## config.mk

```make
export PLATFORM = sky130hd
export DESIGN_NAME = mem_stage
export DESIGN_NICKNAME = d
export VERILOG_FILES = /design/src/rtl/mem_stage.sv
export SDC_FILE = /design/constraint.sdc
export NUM_CORES = 2
export LEC_CHECK = 0
export CORE_ASPECT_RATIO = 1.75
export CORE_MARGIN = 4
export CORE_UTILIZATION = 55
export DETAILED_ROUTE_END_ITERATION = 12
export GPL_TIMING_DRIVEN = 0
export HOLD_SLACK_MARGIN = 0.06
export PLACE_DENSITY = 0.74
export SYNTH_ARGS = -nofsm -noshare
export SYNTH_HDL_FRONTEND = slang
export SYNTH_SLANG_ARGS = --single-unit
```

## constraint.sdc

```tcl
create_clock -name clk -period 4.9 [get_ports clk]
set_input_delay 0.735 -clock clk [delete_from_list [all_inputs] [get_ports clk]]
set_output_delay 0.735 -clock clk [all_outputs]
set_load 0.03 [all_outputs]
```

## src/rtl/mem_stage.sv

```systemverilog
// mem_stage: MEM pipeline stage with a byte-wide data memory, branch resolve,
// and a MEM_WB register. After reset the memory is cleared one byte per cycle
// (INIT) before normal accesses are accepted (RUN).
// Optional macro MEM_STAGE_ACCESS_CNT_EN adds saturating load/store counters.
module mem_stage #(
  parameter int unsigned DEPTH  = 256,
  parameter int unsigned ADDR_W = 8
) (
  input  logic        clk,
  input  logic        rst,
  input  logic [1:0]  WB_in,
  input  logic [3:0]  M_in,
  input  logic [31:0] branch_addr_in,
  input  logic        zero_in,
  input  logic [7:0]  ALUOut_in,
  input  logic [7:0]  read_data2_in,
  input  logic [4:0]  rd_in,
  output logic        PCSrc,
  output logic [31:0] branch_target,
  output logic        busy,
  output logic [1:0]  WB_out,
  output logic [7:0]  mem_data_out,
  output logic [7:0]  ALUOut_out,
  output logic [4:0]  rd_out
`ifdef MEM_STAGE_ACCESS_CNT_EN
  ,
  output logic [15:0] load_count,
  output logic [15:0] store_count
`endif
);

  localparam logic [ADDR_W-1:0] LAST_ADDR = ADDR_W'(DEPTH - 1);

  typedef enum logic {INIT, RUN} state_t;

  state_t            state_q, state_d;
  logic [ADDR_W-1:0] cnt_q, cnt_d;
  logic [7:0]        mem [DEPTH];
  logic [ADDR_W-1:0] addr;
  logic              run;
  logic              mem_we;
  logic [ADDR_W-1:0] waddr;
  logic [7:0]        wdata;

  assign addr          = ALUOut_in[ADDR_W-1:0];
  assign run           = (state_q == RUN);
  assign busy          = (state_q == INIT);
  assign PCSrc         = M_in[3] & (zero_in ^ M_in[2]);
  assign branch_target = branch_addr_in;

  // State and init-counter register
  always_ff @(posedge clk) begin
    if (rst) begin
      state_q <= INIT;
      cnt_q   <= '0;
    end else begin
      state_q <= state_d;
      cnt_q   <= cnt_d;
    end
  end

  // Next state and memory write port selection (init clear vs. store)
  always_comb begin
    state_d = state_q;
    cnt_d   = cnt_q;
    mem_we  = 1'b0;
    waddr   = addr;
    wdata   = read_data2_in;
    case (state_q)
      INIT: begin
        mem_we = 1'b1;
        waddr  = cnt_q;
        wdata  = 8'h00;
        if (cnt_q == LAST_ADDR) begin
          state_d = RUN;
          cnt_d   = '0;
        end else begin
          cnt_d = cnt_q + ADDR_W'(1);
        end
      end
      RUN: begin
        mem_we = M_in[0];
      end
      default: begin
        state_d = INIT;
        cnt_d   = '0;
      end
    endcase
    if (rst) mem_we = 1'b0;
  end

  // Data memory write port; reads below see the pre-write byte
  always_ff @(posedge clk) begin
    if (mem_we) mem[waddr] <= wdata;
  end

  // MEM_WB pipeline register
  always_ff @(posedge clk) begin
    if (rst) begin
      WB_out       <= '0;
      mem_data_out <= '0;
      ALUOut_out   <= '0;
      rd_out       <= '0;
    end else begin
      WB_out       <= {WB_in[1], WB_in[0] & run};
      mem_data_out <= (run && M_in[1]) ? mem[addr] : 8'h00;
      ALUOut_out   <= ALUOut_in;
      rd_out       <= rd_in;
    end
  end

`ifdef MEM_STAGE_ACCESS_CNT_EN
  // Saturating access counters, RUN-state accesses only
  always_ff @(posedge clk) begin
    if (rst) begin
      load_count  <= '0;
      store_count <= '0;
    end else begin
      if (run && M_in[1] && (load_count != 16'hFFFF))
        load_count <= load_count + 16'd1;
      if (run && M_in[0] && (store_count != 16'hFFFF))
        store_count <= store_count + 16'd1;
    end
  end
`endif

endmodule

```

# Word level (Yosys, flattened, before mapping)
# Memories as Yosys holds them, arrays and structs flattened. A register that Yosys moved wholly into a read port is not among the register bits.
# Index checks and enable logic that the tools add are counted.
# W data, S select, Z words.
dict set report classes {
  add_sub_neg 1
  n_mul 0
  n_div 0
  magnitude_cmp 0
  n_eq_ne 1
  shift 0
  mux 9
  n_bitwise 5
  reduce_logical 2
}
# op count
set op_table {}
lappend op_table {{$mux W8} 3}
lappend op_table {{$add A8 B1 Y8 const B} 1}
lappend op_table {{$eq A8 B8 Y1 const B} 1}
lappend op_table {{$mux W1} 5}
lappend op_table {{$and A1 B1 Y1} 2}
lappend op_table {{$not A1 Y1} 2}
lappend op_table {{$pmux W1 S2} 1}
lappend op_table {{$reduce_or A2 Y1} 1}
lappend op_table {{$logic_and A1 B1 Y1} 1}
lappend op_table {{$xor A1 B1 Y1} 1}
dict set report totals {
  regBits 24
  latchBits 0
  mem_bits_rw 2048
  romBits 0
  in_bits 62
  output_inout_bits 57
  mem_count 1
}
# memory words word_bits read_ports rd_clocked_by_memory_dff wr line
set mem_list {}
lappend mem_list {mem 256 8 1 1 1 38} ;# logic [7:0] mem [DEPTH];

# Longest topological paths before layout
dict set report logic_depth {
  ltp_word 5
  depth_mapped 11
  mapped_depth_nobuf 6
}

# Worst setup path before layout
# OpenSTA, ideal clock, no wires.
dict set report synth_path {
  path_type {flip-flop to flip-flop}
  start {register state_q (netlist: run)}
  end {memory mem[0][0] (data pin)}
  setup_time_ns 0.867
  t_arrival_ns 4.302
  required_time_ns 4.033
  path_slack_ns -0.269
  path_stages_with_launch 5
  path_buffers 3
  period_less_slack_ns 5.169
  cell_sequence {dfxtp_1 -> buf_2 -> clkbuf_1 -> clkbuf_1 -> and2_1}
}
dict set report synth_via {
  elab_chain_cells 1
}
# item line
set synth_rtl {}
lappend synth_rtl {{start, declared} 36} ;# state_t state_q, state_d;
lappend synth_rtl {{start signal, assigned} 57} ;# state_q <= state_d;
lappend synth_rtl {{$mux W8} 69} ;# case (state_q)
lappend synth_rtl {{net wdata[0]} 43} ;# logic [7:0] wdata;
lappend synth_rtl {{end, declared} 38}
# The timed path passes the listed nets, and every way through them passes these cells.

==> results.yml <==
status:
  status: "finished with violations"
  violations: "max-capacitance violations, max-slew violations, negative setup slack"
power:
  seqPwrFrac_pct: 54.0
  pwr-share-clk_pct: 40.3
  p_sw_uw: 8090
  p_total_uw: 35700
  ir_drop_mv: 0.380
  p_comb_share_pct: 5.8
  internal_power_uw: 27600
  leakagePower_uw: 0.0323
  p_per_area_mw_per_mm2: 384
  power_switching_share_pct: 22.7
sta:
  hold_viol: 0
  worst_slack_ns: -0.401
  slew_headroom_pct: -19.5
  skew_ns: 0.0225
  finalCritPeriodShare_pct: 108
  final-setup-viol-count: 339
  fmax_ghz: 0.189
  rsz0062_at_grt: "false"
  period_needed_ns: 5.30
  drv_slew: 55
  tightest_slew_ns: 1.79
cts:
  numCtsBuffers: 177
  clk_latency_ns: 0.86
  cts_sinks: 2080
  clkTransAtPathRegs_ns: 0.07
  cts_root_buf: "clkbuf_16"
  cts_tree: "built"
  cts_hold_buf: 0
  clockBufferDepth: 3
  htree_levels: 4
final_layout:
  filler_cell_count: 10400
  fin_nets: 4506
  regArea_sq_mm: 0.0621
  final_core_util_pct: 62.5
  multi_input_area_sq_mm: 0.0184
  layout-area-overhead-vs-synth_pct: 12.6
  layout-drive-gt1-share_pct: 21.0
global_route:
  antenna_found_initial: 33
  grt_pass1_vias: 45900
  grt_overflow: 0
  grt_pass1_wl_mm: 429
  grt_max_degree: 93
  track_usage_pct: 42.6
route:
  met3_length_mm: 39.6
  drt_iter0_drc: 8079
  route.met2.wl_mm: 149
  drc_errors: 0
  wl_met1_mm: 101
  ant_nets: 0
  via_per_inst: 7.31
  dr.pass1.iters: 8
  wire_per_inst_um: 50.3
  top_layer: "met5"
  wl_mm: 332
  vias: 48200
die:
  start_util_pct: 55.5
  die_y_um: 520
  io_pins: 119
  die_x_um: 301
  dieArea_sq_mm: 0.157
  coreArea_sq_mm: 0.149
  row_count: 187
critical_path:
  critPathCaptureType: "register"
  reg2reg_from: "run"
  cp.arrival_ns: 5.97
  start_kind: "input pin"
  required_ns: 5.57
  critPathKind: "in -> reg"
  path_max_fanout: 10
  startpoint: "ALUOut_in[5]"
worst_hold_path:
  hold_class: "in -> reg"
  min_from: "rst"
synth:
  synth.net_count: 4196
  synth-edff-count: 2048
  ys_ff_latch: 2080
  synth_ff_type: "edfxtp_1"
  synth_top_area_share_pct: 74.5
  synth_area_leaders: "edfxtp_1, mux4_2, mux2i_1, mux4_1, nor2_1"
  yosysTopAreaCell: "edfxtp_1"
  ys.warnings.count: 0
  syn_inst: 4133
  seq_area_frac_synth_pct: 75.3
  ys_types: 74
  async_flop_share_pct: 0
  synth_area_sq_mm: 0.0825
  synth.avg_cell_area_sq_um: 20.0
place:
  pre_cts_ws_ns: -1.62
  gp_congestion: 1.10
  port_buffers: 83
  hpwl_mm: 235
run:
  drv_cap: 6
-- layer usage --
layer  global-route usage (%)  vias to the layer above
met5                        0                        -
li1                         -                    17800
met4                     41.5                       16
met3                     12.8                     1309
met1                     48.3                    24700
met2                     63.8                     4477
-- kinds of logic (layout without fill, tap and decap cells) --
family	after synthesis	after routing	synth area share (%)
muxes	694	694	14.8
adders and majority gates	1	1	0.0152
buffers and inverters	294	752	2.76
AOI/OAI and AO/OA	408	408	3.53
DFF	2080	2080	75.3
and+or+nand+nor	651	651	3.60
xor gates and xnor gates	5	5	0.0531
other	0	25	0
-- layout make-up --
| class | count | share of cell area [%] |
|---|---|---|
| diodes | 25 | 0.0673 |
| well taps | 1984 | 2.67 |
| clock buffers | 212 | 5.00 |
| flip-flops and latches | 2080 | 66.8 |
| plain buffers | 288 | 2.49 |
| clock inverters | 115 | 1.22 |
| inverters | 5 | 0.0202 |
| multi-input cells | 1759 | 19.7 |
| repair buffers | 132 | 1.96 |
-- sequential cells by signal (all words and copies together) (netlist names) --
name          count
mem            2048
WB_out            2
run               1
rd_out            5
cnt_q             8
ALUOut_out        8
mem_data_out      8
-- metrics by stage --
stage | cell area [sq um] | hold slack [ns] | setup TNS, ns | cells
detailed placement | 86900 | 0.562 | -1264.22 | 6241
global placement | 85900 | 0.577 | -4693.39 | 6200
global route | 92900 | 0.148 | 0 | 6576
CTS | 92900 | 0.122 | 0 | 6575
floorplan | 82600 | 0.505 | 0 | 4133
finish | 93000 | 0.144 | -31.25 | 6600
-- worst max-delay path, stage by stage --
cell and delay, ns:
clkdlybuf4s50_1 0.72, and3b_1 0.58, clkbuf_1 0.88, nand2_1 0.84, a21oi_1 1.39, a21oi_1 0.08
nand4_1 0.40, o22ai_1 0.30
-- repair_timing --
item | CTS | global route
resized for setup | 52 | 15
cloned | 0 | 0
buffers inserted | 8 | 0
endpoints found under the setup margin | 574 | 217
pin swaps | 7 | 0
-- power by group through the flow --
| stage | clock (uW) | sequential, uW | combinational [uW] |
|---|---|---|---|
| finish | 14400 | 19200 | 2060 |
| global route | 15000 | 19200 | 1990 |
| CTS | 14300 | 19300 | 1960 |
| detailed placement | 0 | 19600 | 1960 |
| global placement | 0 | 19600 | 1950 |
| floorplan | 0 | 19700 | 896 |
-- layout by cell type, fill, tap and decap left out, types with 30 or more instances in the layout --
| cell type | instances |
|---|---|
| o21ai_0 | 34 |
| nand3_1 | 47 |
| clkbuf_16 | 181 |
| a211oi_1 | 37 |
| clkbuf_1 | 90 |
| mux2_2 | 44 |
| mux4_2 | 284 |
| mux2i_1 | 266 |
| buf_2 | 61 |
| nor2_1 | 244 |
| clkdlybuf4s50_1 | 83 |
| edfxtp_1 | 2048 |
| a21oi_1 | 54 |
| dfxtp_1 | 32 |
| clkinv_2 | 37 |
| nor3_1 | 86 |
| clkinv_1 | 30 |
| nor2_2 | 59 |
| buf_12 | 31 |
| buf_4 | 65 |
| o22ai_1 | 114 |
| mux4_1 | 100 |
| nand2_1 | 92 |
| o221ai_1 | 65 |
-- synthesized netlist by cell type, types with 47 or more instances --
library cell and n:
edfxtp_1 2048, nor2_1 308, mux4_2 284, mux2i_1 266, o22ai_1 114, mux4_1 100, nand2_1 92, nor3_1 86
clkbuf_1 83, o221ai_1 66, buf_2 57, a21oi_1 54, buf_4 51, nand3_1 47
-- path summary, 6_finish.rpt --
kind	to	slack, ns	depth (start not counted)
worst min-delay path	ALUOut_out[7]	0.14	2
worst max register to register	mem[140][1]	0.07	7
worst max-delay path	mem_data_out[5]	-0.40	8
worst min register to register	cnt_q[7]	0.59	2
No activity file was read; power rests on OpenSTA's default activity.
